===== src/rtl/ram2p_bist_pkg.sv =====
// Shared encodings for the ram2p self-test sequencer:
// FSM states and data-pattern select codes.
package ram2p_bist_pkg;

    typedef enum logic [1:0] {
        IDLE  = 2'd0,
        FILL  = 2'd1,
        READ  = 2'd2,
        FLUSH = 2'd3
    } state_t;

    localparam logic [1:0] PAT_ADDR  = 2'd0;
    localparam logic [1:0] PAT_NADDR = 2'd1;
    localparam logic [1:0] PAT_CHK   = 2'd2;
    localparam logic [1:0] PAT_ONES  = 2'd3;

endpackage


===== src/rtl/ram2p_bist_pat.sv =====
// Pattern generator: data word for an address under a pattern code.
// Ports: addr (word address), pattern (code), data (pattern word).
module ram2p_bist_pat
    import ram2p_bist_pkg::*;
#(
    parameter int AWID = 8,
    parameter int DWID = 16
) (
    input  logic [AWID-1:0] addr,
    input  logic [1:0]      pattern,
    output logic [DWID-1:0] data
);

    logic [DWID-1:0] a_ext;
    logic [DWID-1:0] chk;

    always_comb begin
        a_ext = DWID'(addr);
        chk   = '0;
        // Even bits follow ~addr[0], odd bits follow addr[0]:
        // 0101.. for even words, 1010.. for odd words.
        for (int i = 0; i < DWID; i++) begin
            chk[i] = (i % 2 == 0) ? ~addr[0] : addr[0];
        end
        data = '1;
        unique case (pattern)
            PAT_ADDR:  data = a_ext;
            PAT_NADDR: data = ~a_ext;
            PAT_CHK:   data = chk;
            PAT_ONES:  data = '1;
        endcase
    end

endmodule


===== src/rtl/ram2p_bist.sv =====
// Self-test sequencer for a ram2p: fill all words, read back, compare.
// Ports: clk/rst_n, i_start/i_abort/i_pattern control, o_busy/o_done/
// o_pass/o_err_cnt/o_first_err_addr status, o_we/o_waddr/o_wdat port A,
// o_raddr/i_rdat port B.
module ram2p_bist
    import ram2p_bist_pkg::*;
#(
    parameter int AWID   = 8,
    parameter int DWID   = 16,
    parameter int RD_LAT = 1
) (
    input  logic            clk,
    input  logic            rst_n,
    input  logic            i_start,
    input  logic            i_abort,
    input  logic [1:0]      i_pattern,
    output logic            o_busy,
    output logic            o_done,
    output logic            o_pass,
    output logic [AWID:0]   o_err_cnt,
    output logic [AWID-1:0] o_first_err_addr,
    output logic            o_we,
    output logic [AWID-1:0] o_waddr,
    output logic [DWID-1:0] o_wdat,
    output logic [AWID-1:0] o_raddr,
    input  logic [DWID-1:0] i_rdat
);

    localparam int              DEPTH   = 2 ** AWID;
    localparam logic [AWID-1:0] LAST    = AWID'(DEPTH - 1);
    localparam logic [2:0]      FL_LAST = 3'(RD_LAT);
    localparam logic [AWID:0]   ERR_MAX = '1;

    state_t          st_q, st_d;
    logic [1:0]      pat_q, pat_d;
    logic [2:0]      fl_q, fl_d;
    logic            busy_d, done_d, pass_d, we_d;
    logic            issue, flush, cmp;
    logic [AWID-1:0] waddr_d, raddr_d, first_d;
    logic [AWID:0]   err_d;
    logic [DWID-1:0] wdat_d, exp_d;

    // Read delay line: entry 0 is loaded with the address being
    // presented; entry RD_LAT lines up with its returning data.
    logic [RD_LAT:0]           dl_vld;
    logic [RD_LAT:0][AWID-1:0] dl_addr;
    logic [RD_LAT:0][DWID-1:0] dl_exp;

    ram2p_bist_pat #(.AWID(AWID), .DWID(DWID)) u_wpat (
        .addr    (waddr_d),
        .pattern (pat_d),
        .data    (wdat_d)
    );

    ram2p_bist_pat #(.AWID(AWID), .DWID(DWID)) u_epat (
        .addr    (raddr_d),
        .pattern (pat_d),
        .data    (exp_d)
    );

    // An abort edge discards whatever was in flight, including the
    // compare that would otherwise land on that edge.
    assign cmp = dl_vld[RD_LAT] && !(o_busy && i_abort);

    always_comb begin
        st_d    = st_q;
        pat_d   = pat_q;
        fl_d    = fl_q;
        busy_d  = o_busy;
        done_d  = o_done;
        we_d    = 1'b0;
        waddr_d = o_waddr;
        raddr_d = o_raddr;
        err_d   = o_err_cnt;
        first_d = o_first_err_addr;
        issue   = 1'b0;
        flush   = 1'b0;

        if (cmp && (i_rdat != dl_exp[RD_LAT])) begin
            if (o_err_cnt == '0) first_d = dl_addr[RD_LAT];
            if (o_err_cnt != ERR_MAX) err_d = o_err_cnt + (AWID+1)'(1);
        end

        if (st_q != IDLE && i_abort) begin
            st_d   = IDLE;
            busy_d = 1'b0;
            flush  = 1'b1;
        end else begin
            unique case (st_q)
                IDLE: begin
                    if (i_start) begin
                        st_d    = FILL;
                        pat_d   = i_pattern;
                        busy_d  = 1'b1;
                        done_d  = 1'b0;
                        err_d   = '0;
                        first_d = '0;
                        we_d    = 1'b1;
                        waddr_d = '0;
                    end
                end
                FILL: begin
                    if (o_waddr == LAST) begin
                        st_d    = READ;
                        raddr_d = '0;
                        issue   = 1'b1;
                    end else begin
                        we_d    = 1'b1;
                        waddr_d = o_waddr + AWID'(1);
                    end
                end
                READ: begin
                    if (o_raddr == LAST) begin
                        st_d = FLUSH;
                        fl_d = '0;
                    end else begin
                        raddr_d = o_raddr + AWID'(1);
                        issue   = 1'b1;
                    end
                end
                FLUSH: begin
                    if (fl_q == FL_LAST) begin
                        st_d   = IDLE;
                        busy_d = 1'b0;
                        done_d = 1'b1;
                    end else begin
                        fl_d = fl_q + 3'd1;
                    end
                end
            endcase
        end

        pass_d = done_d && (err_d == '0);
    end

    always_ff @(posedge clk or negedge rst_n) begin
        if (!rst_n) begin
            st_q             <= IDLE;
            pat_q            <= '0;
            fl_q             <= '0;
            o_busy           <= 1'b0;
            o_done           <= 1'b0;
            o_pass           <= 1'b0;
            o_err_cnt        <= '0;
            o_first_err_addr <= '0;
            o_we             <= 1'b0;
            o_waddr          <= '0;
            o_wdat           <= '0;
            o_raddr          <= '0;
        end else begin
            st_q             <= st_d;
            pat_q            <= pat_d;
            fl_q             <= fl_d;
            o_busy           <= busy_d;
            o_done           <= done_d;
            o_pass           <= pass_d;
            o_err_cnt        <= err_d;
            o_first_err_addr <= first_d;
            o_we             <= we_d;
            o_waddr          <= waddr_d;
            o_wdat           <= wdat_d;
            o_raddr          <= raddr_d;
        end
    end

    always_ff @(posedge clk or negedge rst_n) begin
        if (!rst_n) begin
            dl_vld  <= '0;
            dl_addr <= '0;
            dl_exp  <= '0;
        end else begin
            dl_vld  <= flush ? '0 : {dl_vld[RD_LAT-1:0], issue};
            dl_addr <= {dl_addr[RD_LAT-1:0], raddr_d};
            dl_exp  <= {dl_exp[RD_LAT-1:0], exp_d};
        end
    end

endmodule


===== config.mk =====
export PLATFORM = sky130hd
export DESIGN_NAME = ram2p_bist
export DESIGN_NICKNAME = d
export VERILOG_FILES = /design/src/rtl/ram2p_bist_pkg.sv /design/src/rtl/ram2p_bist_pat.sv /design/src/rtl/ram2p_bist.sv
export SDC_FILE = /design/constraint.sdc
export NUM_CORES = 1
export LEC_CHECK = 0
export CORE_MARGIN = 2
export CORE_UTILIZATION = 30
export CTS_CLUSTER_SIZE = 12
export DETAILED_ROUTE_END_ITERATION = 10
export PLACE_DENSITY_LB_ADDON = 0.12
export SLEW_MARGIN = 5
export SYNTH_ARGS = -nofsm -noshare
export SYNTH_HDL_FRONTEND = slang
export SYNTH_SLANG_ARGS = --single-unit

===== constraint.sdc =====
create_clock -name clk -period 3.1 [get_ports clk]
set_input_delay 0.465 -clock clk [delete_from_list [all_inputs] [get_ports clk]]
set_output_delay 0.465 -clock clk [all_outputs]
set_load 0.01 [all_outputs]

# After elaboration in Yosys (flattened, before gate mapping)
# Index checks and enable logic that the tools add are counted.
[totals] output_inout_bits=53 regBits=102 in_bits=22 word_cells=108
[op_classes] n_reduce_logical=16 n_mux=50 bitwise=5 n_eq_ne=17 addsub=4
[op_table] operator="16-bit case mux with 4 select lines" count=2
[op_table] operator="8-bit two-way mux" count=11
[op_table] operator="9-bit two-way mux" count=5
[op_table] operator="8-bit NOT with 16-bit output" count=2
[op_table] operator="8-bit case mux with 2 select lines" count=2
[op_table] operator="9-bit zero test" count=2
[op_table] operator="2-bit two-way mux" count=9
[op_table] operator="8-bit by 1-bit adder with 8-bit output, second input constant" count=2
[op_table] operator="8-bit equality test, second input constant" count=2
[op_table] operator="16-bit inequality test" count=1
[op_table] operator="1-bit two-way mux" count=13
[op_table] operator="3-bit inequality test, second input constant" count=4
[op_table] operator="9-bit by 1-bit adder with 9-bit output, second input constant" count=1
[op_table] operator="9-bit inequality test, second input constant" count=1
[op_table] operator="2-bit equality test, second input constant" count=4
[op_table] operator="1-bit case mux with 2 select lines" count=4
[op_table] operator="2-bit case mux with 4 select lines" count=1
[op_table] operator="4-bit AND reduction" count=2
[op_table] operator="3-bit two-way mux" count=2
[op_table] operator="3-bit case mux with 2 select lines" count=1
[op_table] operator="1-bit logical AND" count=5
[op_table] operator="2-bit by 1-bit equality test with 1-bit output, second input constant" count=2
[op_table] operator="2-bit zero test" count=2
[op_table] operator="2-bit inequality test, second input constant" count=2
[op_table] operator="7 further kinds" count=10

# Depth between registers and ports, before layout
[logic_depth] ltp_word=10 mapped_depth=10 depth_no_buf=9

# Cells and area by module
# A second synthesis with hierarchy kept.
[unflattened] hier_cells=406 hier_area_um2=4568.1
[by_module_without_submodules] module="ram2p_bist" n_inst=1 cells_each=350 seq_area_each_um2=2552.4 area_per_inst_um2=4145.2
[by_module_without_submodules] module="ram2p_bist_pat" n_inst=2 cells_each=28 seq_area_each_um2=0.0 area_per_inst_um2=211.5

# Worst setup path after synthesis
# Ideal clock, no wire load.
[synth_path] kind="register to register" from="reg o_waddr[1]" to="reg dl_exp[7] (netlist name)" required_ns=2.961 path_buffers=1 setup_ns=0.139 arrival_ns=2.004 synth_period_minus_slack_ns=2.143 path_stages_with_launch=9 slack_ns=0.957 path_cell_list="dfrtp_1 -> ha_1 -> buf_1 -> nand4_4 -> a221o_1 -> mux2_4 -> nand2b_1 -> o21ai_1 -> a22oi_1"
[synth_via] word_cells_on_any_way=6 classes_between="1 x eq/ne; 4 x mux; 1 x bitwise"
[synth_rtl] element="start: declaration" line_no="ram2p_bist.sv:23" text="output logic [AWID-1:0] o_waddr,"
[synth_rtl] element="start signal: assignment" line_no="ram2p_bist.sv:160" text="o_waddr <= waddr_d;"
[synth_rtl] element="8-bit equality test" line_no="ram2p_bist.sv:103" text="if (o_waddr == LAST) begin"
[synth_rtl] element="8-bit two-way mux" line_no="ram2p_bist.sv:103"
[synth_rtl] element="8-bit case mux with 2 select lines" line_no="ram2p_bist.sv:89" text="unique case (st_q)"
[synth_rtl] element="8-bit two-way mux" line_no="ram2p_bist.sv:84" text="if (st_q != IDLE && i_abort) begin"
[synth_rtl] element="named net raddr_d[0]" line_no="ram2p_bist.sv:39" text="logic [AWID-1:0] waddr_d, raddr_d, first_d;"
[synth_rtl] element="16-bit case mux with 4 select lines" line_no="ram2p_bist_pat.sv:26" text="unique case (pattern)"
[synth_rtl] element="named net exp_d[7]" line_no="ram2p_bist.sv:41" text="logic [DWID-1:0] wdat_d, exp_d;"
[synth_rtl] element="end signal: assignment" line_no="ram2p_bist.sv:174" text="dl_exp <= {dl_exp[RD_LAT-1:0], exp_d};"
[synth_rtl] element="end: declaration" line_no="ram2p_bist.sv:47" text="logic [RD_LAT:0][DWID-1:0] dl_exp;"
# The timed path passes the listed nets, and every way through them passes these cells.
# A chain may end at the register's enable or synchronous reset.

# Final worst setup path
[layout_path] from="reg st_q[0]" to="reg o_wdat[4]"
[layout_via] elab_chain_len=5 word_cells_on_any_way=15 classes_between="4 x eq/ne; 5 x mux; 2 x bitwise; 4 x reduce/logical"
[layout_lines] element="start: declaration" line_no="ram2p_bist.sv:34" text="state_t st_q, st_d;"
[layout_lines] element="start signal: assignment" line_no="ram2p_bist.sv:151" text="st_q <= st_d;"
[layout_lines] element="2-bit by 1-bit equality test with 1-bit output, or another cell as far along" line_no="ram2p_bist.sv:89"
[layout_lines] element="8-bit case mux with 2 select lines or 1-bit logical AND (tied branches)" line_no="ram2p_bist.sv:89, ram2p_bist.sv:84"
[layout_lines] element="8-bit two-way mux *" line_no="ram2p_bist.sv:84"
[layout_lines] element="named net u_wpat.addr[4]" line_no="ram2p_bist_pat.sv:9" text="input logic [AWID-1:0] addr,"
[layout_lines] element="8-bit NOT with 16-bit output" line_no="ram2p_bist_pat.sv:28" text="PAT_NADDR: data = ~a_ext;"
[layout_lines] element="16-bit case mux with 4 select lines *" line_no="ram2p_bist_pat.sv:26"
[layout_lines] element="named net u_wpat.data[4]" line_no="ram2p_bist_pat.sv:11" text="output logic [DWID-1:0] data"
[layout_lines] element="end signal: assignment" line_no="ram2p_bist.sv:161" text="o_wdat <= wdat_d;"
[layout_lines] element="end: declaration" line_no="ram2p_bist.sv:24" text="output logic [DWID-1:0] o_wdat,"
# The timed path passes the listed nets; every way through them passes the cells marked *.

==> impl_metrics.ini <==
[worst_setup_path]
r2r-end = o_wdat[4]
ff2ff_setup_slack_ns = 0.52
arrival_ns = 2.83
cp_data_required_time_ns = 3.35
path_class = flop to flop
worstPathMaxFanout = 7
reg2regPathDepth = 9
startpoint_type = flop
timing.rr.start = st_q[0]
end_kind = flop

[global_routing]
overflow = 0
grt_use_met2_pct = 22.6
grt_pass1_wl_um = 16800
gr-usage-all-layers_pct = 14.9
grt_pass1_vias = 3300
grt_busiest_layer = met2
use_met3_pct = 4.37
met1_usage_pct = 20.1
grt_antenna_before_repair = 0
grt_start_max_net_pins = 43

[floorplanning]
coreArea_mm2 = 0.0133
die_h_um = 121
ioPinCount = 75
dieArea_mm2 = 0.0146
die_w_um = 121
start_util_pct = 30.8
rows = 42

[finish]
final_area_mm2 = 0.00528
areaGrowthSynthToFinish_pct = 28.6
drive_gt1_share_pct = 8.61
antenna_cells = 0
layout.cells.most_common_list = dfrtp_1 (84), clkdlybuf4s50_1 (73), nor2_1 (45)
layout_commonest_cell = dfrtp_1
nNetsFinal = 503

[yosys]
synth-seq-area-share_pct = 51.3
yosysTopAreaCell = dfrtp_1
yosysTopAreaCellShare_pct = 51.3
syn_area_mm2 = 0.00410
syn_nets = 434
async_reset_ff_share_pct = 100
avgSynthCellArea_um2 = 10.2
ys_seq_elements = 84
syn_inst = 402
synth_cell_types = 62
synth_edf_count = 0
ys.flop_type = dfrtp_1
synth_area_leaders = dfrtp_1 (51%), nor2_1 (4.1%), mux2i_1 (3.9%)
yosys_warnings = 0

[place]
dp_hpwl_um = 7430
gp_congestion = 0.803
placed_area_mm2 = 0.00496
port_buffers = 74

[pwr]
sw_frac_of_total_pct = 35.6
p_leak_nw = 2.22
p_sw_w = 0.00157
pwr-share-comb_pct = 39.0
power.ir.vdd_worst_mv = 0.398
p_per_area_mw_per_mm2 = 837
pwr-share-seq_pct = 36.2
internal_power_w = 0.00285
pwr-share-clk_pct = 24.8

[timing]
finalCritPeriodShare_pct = 83.4
setup_tns_ns = 0
finClkSkew_ns = 0.00811
max_slew_margin_pct = 57.6
finalSetupViolCount = 0
rsz0062_at_grt = false
max_freq_mhz = 387
worst_pin_slew_ns = 0.631
fin_crit_ns = 2.58
finalHoldViolCount = 0
drv_slew = 0

[clock_network]
clk_pin_slew_ns = 0.06
cts_made_buffers = 9
cts_buffer_depth = 2
cts-htree-levels = 3
cts_tree = yes
cts_sinks = 84
ctsHoldBuffers = 0
cts_root_buffer = clkbuf_16
post_cts_buffers = 0
insertion_delay_ns = 0.33
ctsResizeCount = 0

[outcome]
status = completed

[routing]
wl_um = 10200
dr.pass1.iters = 4
ant_nets = 0
route.detailed.wl_per_inst_um = 15.6
vias_per_cell = 4.99
drc = 0
drtIter0Drc = 157
vias = 3252

[run]
cap_violations = 0

[min_path]
hold_class = input port to asynchronous set/reset pin
-- worst max-delay path by stage --
stage                     end  slack, ns  depth (start not counted)        from
detailed placement     o_pass       0.23                          8   i_rdat[8]
floorplan           dl_exp[7]       0.96                          8  o_waddr[1]
finish              o_wdat[4]       0.52                          9     st_q[0]
global placement       o_pass       0.23                          8   i_rdat[9]
global route        o_wdat[4]       0.32                          9     st_q[1]
CTS                 o_wdat[4]       0.50                          9     st_q[0]
-- synthesized netlist by cell type, types with 2 or more instances --
cell type / instances
nor4_1: 3
or4_1: 4
a31oi_1: 4
nand4_1: 9
nand2_1: 39
buf_4: 15
o22a_1: 3
a211oi_1: 5
xnor2_1: 4
nand3b_1: 2
inv_1: 14
a22oi_1: 6
xor2_1: 9
o211ai_1: 2
o21ai_0: 17
nor3_1: 7
nor3b_1: 3
mux2i_1: 16
ha_1: 10
a211o_1: 2
nor2b_1: 5
nand2b_1: 6
nand3_1: 10
a41oi_1: 2
and4_1: 6
clkbuf_1: 5
nor2_1: 45
a21oi_1: 22
a211oi_2: 3
and3_1: 6
a22o_1: 2
dfrtp_1: 84
buf_2: 2
and2_1: 2
-- registers in the layout, indices dropped and copies added (netlist names), 2 cells and up --
name,cells
st_q,2
dl_exp,20
fl_q,3
pat_q,2
o_waddr,8
dl_vld,2
dl_addr,16
o_first_err_addr,8
o_err_cnt,9
o_wdat,10
-- layout make-up --
class                           count  area (µm²)
Clock buffer                       11         253
Multi-Input combinational cell    280        1790
Clock inverter                      5        60.1
Inverter                           14        52.6
Sequential cell                    84        2100
Timing Repair Buffer               82         798
Fill cell                        1290        8020
Tap cell                          176         220
-- stage by stage --
step	hold WS [ns]	setup WS [ns]	utilization [%]	total power [W]	std cells
2_1_floorplan	0.169	0.957	-	0.00268	402
3_3_place_gp	0.335	0.226	37.3	0.00333	636
3_5_place_dp	0.335	0.229	37.3	0.00334	636
4_1_cts	0.138	0.502	39.7	0.00448	652
5_1_grt	0.150	0.317	39.7	0.00475	652
6_report	0.123	0.515	39.7	0.00442	652
-- logic make-up (layout without fill, tap and decap cells) --
group | count (synthesis) | after routing | share of synthesized area (%)
XOR/XNOR | 13 | 13 | 2.78
AND/OR/NAND/NOR | 160 | 160 | 20.6
multiplexers | 17 | 17 | 4.27
adder cells (fa/ha/maj) | 10 | 10 | 3.05
buffers and inverters | 38 | 112 | 5.09
AO/OA/AOI/OAI | 80 | 80 | 13.0
flip-flops | 84 | 84 | 51.3
-- routing by layer --
layer  routed length [µm]  up-vias
li1                     -     1571
met1                 4860     1577
met2                 4550       88
met3                  477       16
met4                  297        0
met5                    0        -
-- worst max-delay path, stage by stage, from the launching register on --
cell and delay, ns:
dfrtp_1 0.39, inv_1 0.08, ha_1 0.29, and2_0 0.36, a21oi_1 0.43, buf_4 0.20
and4b_1 0.19, a21oi_1 0.30, o21ai_0 0.12, a22oi_1 0.16
-- power by group through the flow --
| stage | sequential, W | combinational (W) | clock (W) |
|---|---|---|---|
| after floorplan | 0.00162 | 0.00106 | 0 |
| after global placement | 0.00162 | 0.00171 | 0 |
| after detailed placement | 0.00162 | 0.00172 | 0 |
| after CTS | 0.00160 | 0.00174 | 0.00114 |
| after global routing | 0.00165 | 0.00192 | 0.00118 |
| final | 0.00160 | 0.00172 | 0.00110 |
(Power assumes the default switching activity.)
==> variant 1, RTL diff (same flow settings) <==
The 4 states of `state_t` get a one-hot encoding in 4 bits.
--- a/src/rtl/ram2p_bist_pkg.sv
+++ b/src/rtl/ram2p_bist_pkg.sv
@@ -2,11 +2,11 @@
 // FSM states and data-pattern select codes.
 package ram2p_bist_pkg;
 
-    typedef enum logic [1:0] {
-        IDLE  = 2'd0,
-        FILL  = 2'd1,
-        READ  = 2'd2,
-        FLUSH = 2'd3
+    typedef enum logic [3:0] {
+        IDLE  = 4'b0001,
+        FILL  = 4'b0010,
+        READ  = 4'b0100,
+        FLUSH = 4'b1000
     } state_t;
 
     localparam logic [1:0] PAT_ADDR  = 2'd0;
Behaviour: no difference found for any inputs over 10 cycles, from zero or initial values and one cycle with rst_n low; not proved beyond that.
==> variant 1 against the unedited design <==
  * Global-route usage shrank 0.78 points
  * Sequential cell count grew 2
  * Final cell count shrank 1.1%
  * Routed wire length shrank 5.0%
  * First-iteration DRC count shrank 43%
  * Setup slack lost 110 ps
  * Design area grew 0.40%
  * Largest power group is now sequential cells
  * Total power shrank 4.1%
  * Largest cell class unchanged
  * Count of clock-buffer cells in the layout shrank 1
  * Synthesized area shrank 0.18%
==> variant 1: results (changes against the unedited design) <==
| Metric | Value |
|---|---|
| Result of the run | completed |
| Ys flop type | dfrtp_1 |
| Reg2reg setup slack | 410 ps (-110 ps) |
| Worst-path maximum fanout | 17 (+10) |
| Layout cells sized above 1 | 9.38% (+0.77 points) |
| Initial DRC count | 90 (-43%) |
| Mux cell area share after synthesis | 5.04% (+0.77 points) |
| Tot GR Track Use | 14.1% (-0.78 points) |
| Reg2reg path depth | 6 (-3) |
| Area fraction in compound gates after synthesis | 14.2% (+1.2 points) |
| Clk_skew | 4.30 ps (-3.81 ps) |
| Cell variety after synth | 61 (-1.6%) |
| Reg-to-reg critical path endpoint | o_wdat[3] |
| Drt wl/cell | 15.0 um (-3.9%) |
| Filler instances | 1323 (+2.6%) |
| Pleak | 2.31 nW (+3.9%) |
| PortBufs | 74 (unchanged) |
| Synth top area cells | dfrtp_1 (52%), mux2i_1 (4.4%), o21ai_0 (3.5%), nor2_1 (3.3%), buf_4 (3.1%) |
| Synth Area in XOR/XNOR | 3.00% (+0.22 points) |
| Number of global-route vias before repair | 3078 (-6.7%) |
| Commonest cells in the synthesized netlist | dfrtp_1 (85), nor2_1 (36), nand2_1 (29), o21ai_0 (29), a21oi_1 (22) |
| Adder-cell share of the synthesized area | 1.83% (-1.2 points) |
| Switching share of power | 32.9% (-2.7 points) |
| WL met3 | 476 um (-0.21%) |
| Met1 wire length | 4650 um (-4.3%) |
| Seq/Total Area, Yosys | 52.6% (+1.3 points) |
| Arrival time worst endpoint | 2880 ps (+50 ps) |
| Wire length on met2 | 4370 um (-4.1%) |
| Pre-antenna DRT Iters | 4 (unchanged) |
| Placed inst area | 0.00496 mm2 (about the same) |
| VDD IR max | 0.362 mV (-8.9%) |
| Largest net degree at the start of global routing | 56 (+30%) |
| Via density | 4.88 (-2.2%) |
| Reg2reg start | st_q[0] |
| Syn_nets | 426 (-1.8%) |
| Relative slew slack | 44.5% (-13 points) |
| Hpwl dp | 6980 um (-6.1%) |
| CTS max path bufs | 2 (unchanged) |
| First-pass GRT wire length | 15800 um (-6.1%) |
| RePlAce Congestion | 0.849 (+5.8%) |
| # nets final | 492 (-2.2%) |
variant 1: logic make-up (layout without fill, tap and decap cells):
kind of cell	after synthesis	after routing
flops	86	86
xor+xnor	14	14
simple gates	136	136
buf+inv	46	117
mux	20	20
compound gates	90	90
fa+ha+maj	6	6
variant 1: routing by layer:
layer  global-route usage, %  vias to the layer above
met5                       0                        -
met4                    5.89                        0
met3                    3.82                       16
met2                    21.0                       79
met1                    19.3                     1512
li1                        -                     1540
variant 1: through the flow:
step / cells / util, % / setup slack, ps / hold WS, ps
finish: 645 / 39.8 / 406 / 176
global route: 645 / 39.8 / 80.4 / 238
CTS: 645 / 39.8 / 386 / 216
detailed placement: 629 / 37.3 / 332 / 335
global placement: 629 / 37.3 / 382 / 336
floorplan: 398 / - / 533 / 169
variant 1: how the worst max path moves through the flow:
stage	end	slack (ps)	depth (start not counted)
finish	o_wdat[3]	410	6
global route	o_wdat[3]	80	6
CTS	o_wdat[3]	390	6
floorplan	dl_exp[0]	530	8
detailed placement	o_pass	330	9
global placement	o_pass	380	9
variant 1: area by class of cell:
type / instances / area share [%]
multi-input cells: 266 / 32.1
inverters: 16 / 1.13
clock inverters: 6 / 1.77
flip-flops and latches: 86 / 40.6
repair buffers: 85 / 15.7
clock buffers: 10 / 4.51
well taps: 176 / 4.16
variant 1: critical path, cell delays in order (launching register included):
cell and delay, ps:
dfstp_2 600, nor4b_1 440, and2_1 330, mux2i_1 260, inv_1 240, nor2_1 480
a22oi_1 190
variant 1: power groups by stage:
stage	Sequential (mW)	Combinational (mW)	Clock, mW
detailed placement	1.61	1.47	0
finish	1.59	1.46	1.18
CTS	1.60	1.48	1.22
floorplan	1.62	0.877	0
global placement	1.61	1.46	0
global route	1.64	1.63	1.27
==> variant 2, RTL diff (config.mk and constraints unchanged) <==
Without the edit above. `DWID` is set to 16 in 2 places; all go to 15.
--- a/src/rtl/ram2p_bist_pat.sv
+++ b/src/rtl/ram2p_bist_pat.sv
@@ -4,7 +4,7 @@
     import ram2p_bist_pkg::*;
 #(
     parameter int AWID = 8,
-    parameter int DWID = 16
+    parameter int DWID = 15
 ) (
     input  logic [AWID-1:0] addr,
     input  logic [1:0]      pattern,
--- a/src/rtl/ram2p_bist.sv
+++ b/src/rtl/ram2p_bist.sv
@@ -6,7 +6,7 @@
     import ram2p_bist_pkg::*;
 #(
     parameter int AWID   = 8,
-    parameter int DWID   = 16,
+    parameter int DWID   = 15,
     parameter int RD_LAT = 1
 ) (
     input  logic            clk,
Ports: changed (resized i_rdat and o_wdat); port bits go from 75 to 73. No check against the original RTL was run, so the function may have changed too.
==> variant 2 against the unedited design <==
  * Routed wire length fell by 3.7%
  * Hold slack better by 190 ps
  * Non-clock buffer count decreased by 3
  * Setup slack improved by 31 ps
  * Design area shrank 1.8%
  * Sequential cell count is the same
  * Clock skew hardly changed
  * Synthesized area decreased by 0.67%
  * Total power fell by 4.9%
  * Combinational power fell by 8%
  * Count of clock-buffer cells in the layout stayed put
  * Utilization fell by 0.58 points
==> variant 2: results (changes against the unedited design) <==
| Metric | Value |
|---|---|
| # nets final | 488 (-3.0%) |
| Worst-path maximum fanout | 9 (+2) |
| DP Cell Count | 622 (-2.2%) |
| Clkbuf count | 11 (unchanged) |
| Seq/Total Area, Yosys | 51.6% (+0.35 points) |
| Cell variety after synth | 59 (-4.8%) |
| Layout clock area frac | 5.87% (-0.057 points) |
| Placed inst area | 0.00487 mm2 (-1.8%) |
| PortBufs | 72 (-2.7%) |
| Area fraction in compound gates after synthesis | 14.8% (+1.8 points) |
| Power Combinational | 1.59 mW (-8%) |
| WL met3 | 377 um (-21%) |
| Wire length on met2 | 4530 um (-0.55%) |
| Post-route insts no fill | 638 (-2.1%) |
| Filler instances | 1334 (+3.4%) |
| Clk_skew | 8.14 ps (+0.0247 ps) |
| Commonest cells in the synthesized netlist | dfrtp_1 (84), nor2_1 (30), nand2_1 (29) |
| NetSw | 1.45 mW (-7.7%) |
| Switching share of power | 34.5% (-1.1 points) |
| Reg2reg setup slack | 550 ps (+30 ps) |
| Worst setup path end | dl_exp[3] |
| Result of the run | completed |
| Arrival time worst endpoint | 2800 ps (-30 ps) |
| Pwr Density | 811 mW/mm2 (-3.1%) |
| Relative slew slack | 29.3% (-28 points) |
| Met1 wire length | 4790 um (-1.4%) |
| Reg2reg path depth | 8 (-1) |
| Syn_nets | 428 (-1.4%) |
| RePlAce Congestion | 0.858 (+6.8%) |
| Hpwl dp | 6930 um (-6.8%) |
| Area of the multi-input gates | 0.00173 mm2 (-3.6%) |
| Inverter count | 15 (+1) |
| Initial DRC count | 186 (+18%) |
| Adder-cell share of the synthesized area | 3.07% (+0.021 points) |
| Non-CTS buffers | 79 (-3.7%) |
| First-pass GRT wire length | 16000 um (-5.0%) |
| Layout cells sized above 1 | 7.79% (-0.82 points) |
| Largest net degree at the start of global routing | 85 (+98%) |
| Via count | 3174 (-2.4%) |
| Number of global-route vias before repair | 3099 (-6.1%) |
| NonClk Buf Share | 14.9% (-0.25 points) |
| Tot GR Track Use | 14.1% (-0.73 points) |
| Multi-input gate count | 268 (-4.3%) |
| Final Cycle Share | 82.4% (-0.99 points) |
| Synth Area in XOR/XNOR | 2.58% (-0.20 points) |
variant 2: worst min-delay path by stage:
stage	cells past startpoint	endpoint	slack (ps)	start
2_1_floorplan	0	dl_addr[0]	170	rst_n
3_3_place_gp	0	dl_exp[27]	330	dl_exp[12]
3_5_place_dp	0	dl_exp[15]	340	dl_exp[0]
4_1_cts	0	dl_exp[15]	350	dl_exp[0]
5_1_grt	0	dl_exp[21]	360	dl_exp[6]
6_report	1	dl_addr[12]	310	rst_n
variant 2: per-layer routing:
| layer | GRT usage [%] | vias to the layer above |
|---|---|---|
| met5 | 0 | - |
| met1 | 20.0 | 1578 |
| met2 | 21.2 | 52 |
| met3 | 3.25 | 8 |
| met4 | 4.87 | 0 |
| li1 | - | 1536 |
variant 2: critical path, cell delays in order, from the launching register on:
cell and delay, ps:
dfrtp_1 420, inv_1 110, ha_1 320, nand2b_1 380, nand3_1 290, or3_2 500, o21ai_0 150, o21ai_0 120
a22oi_1 170
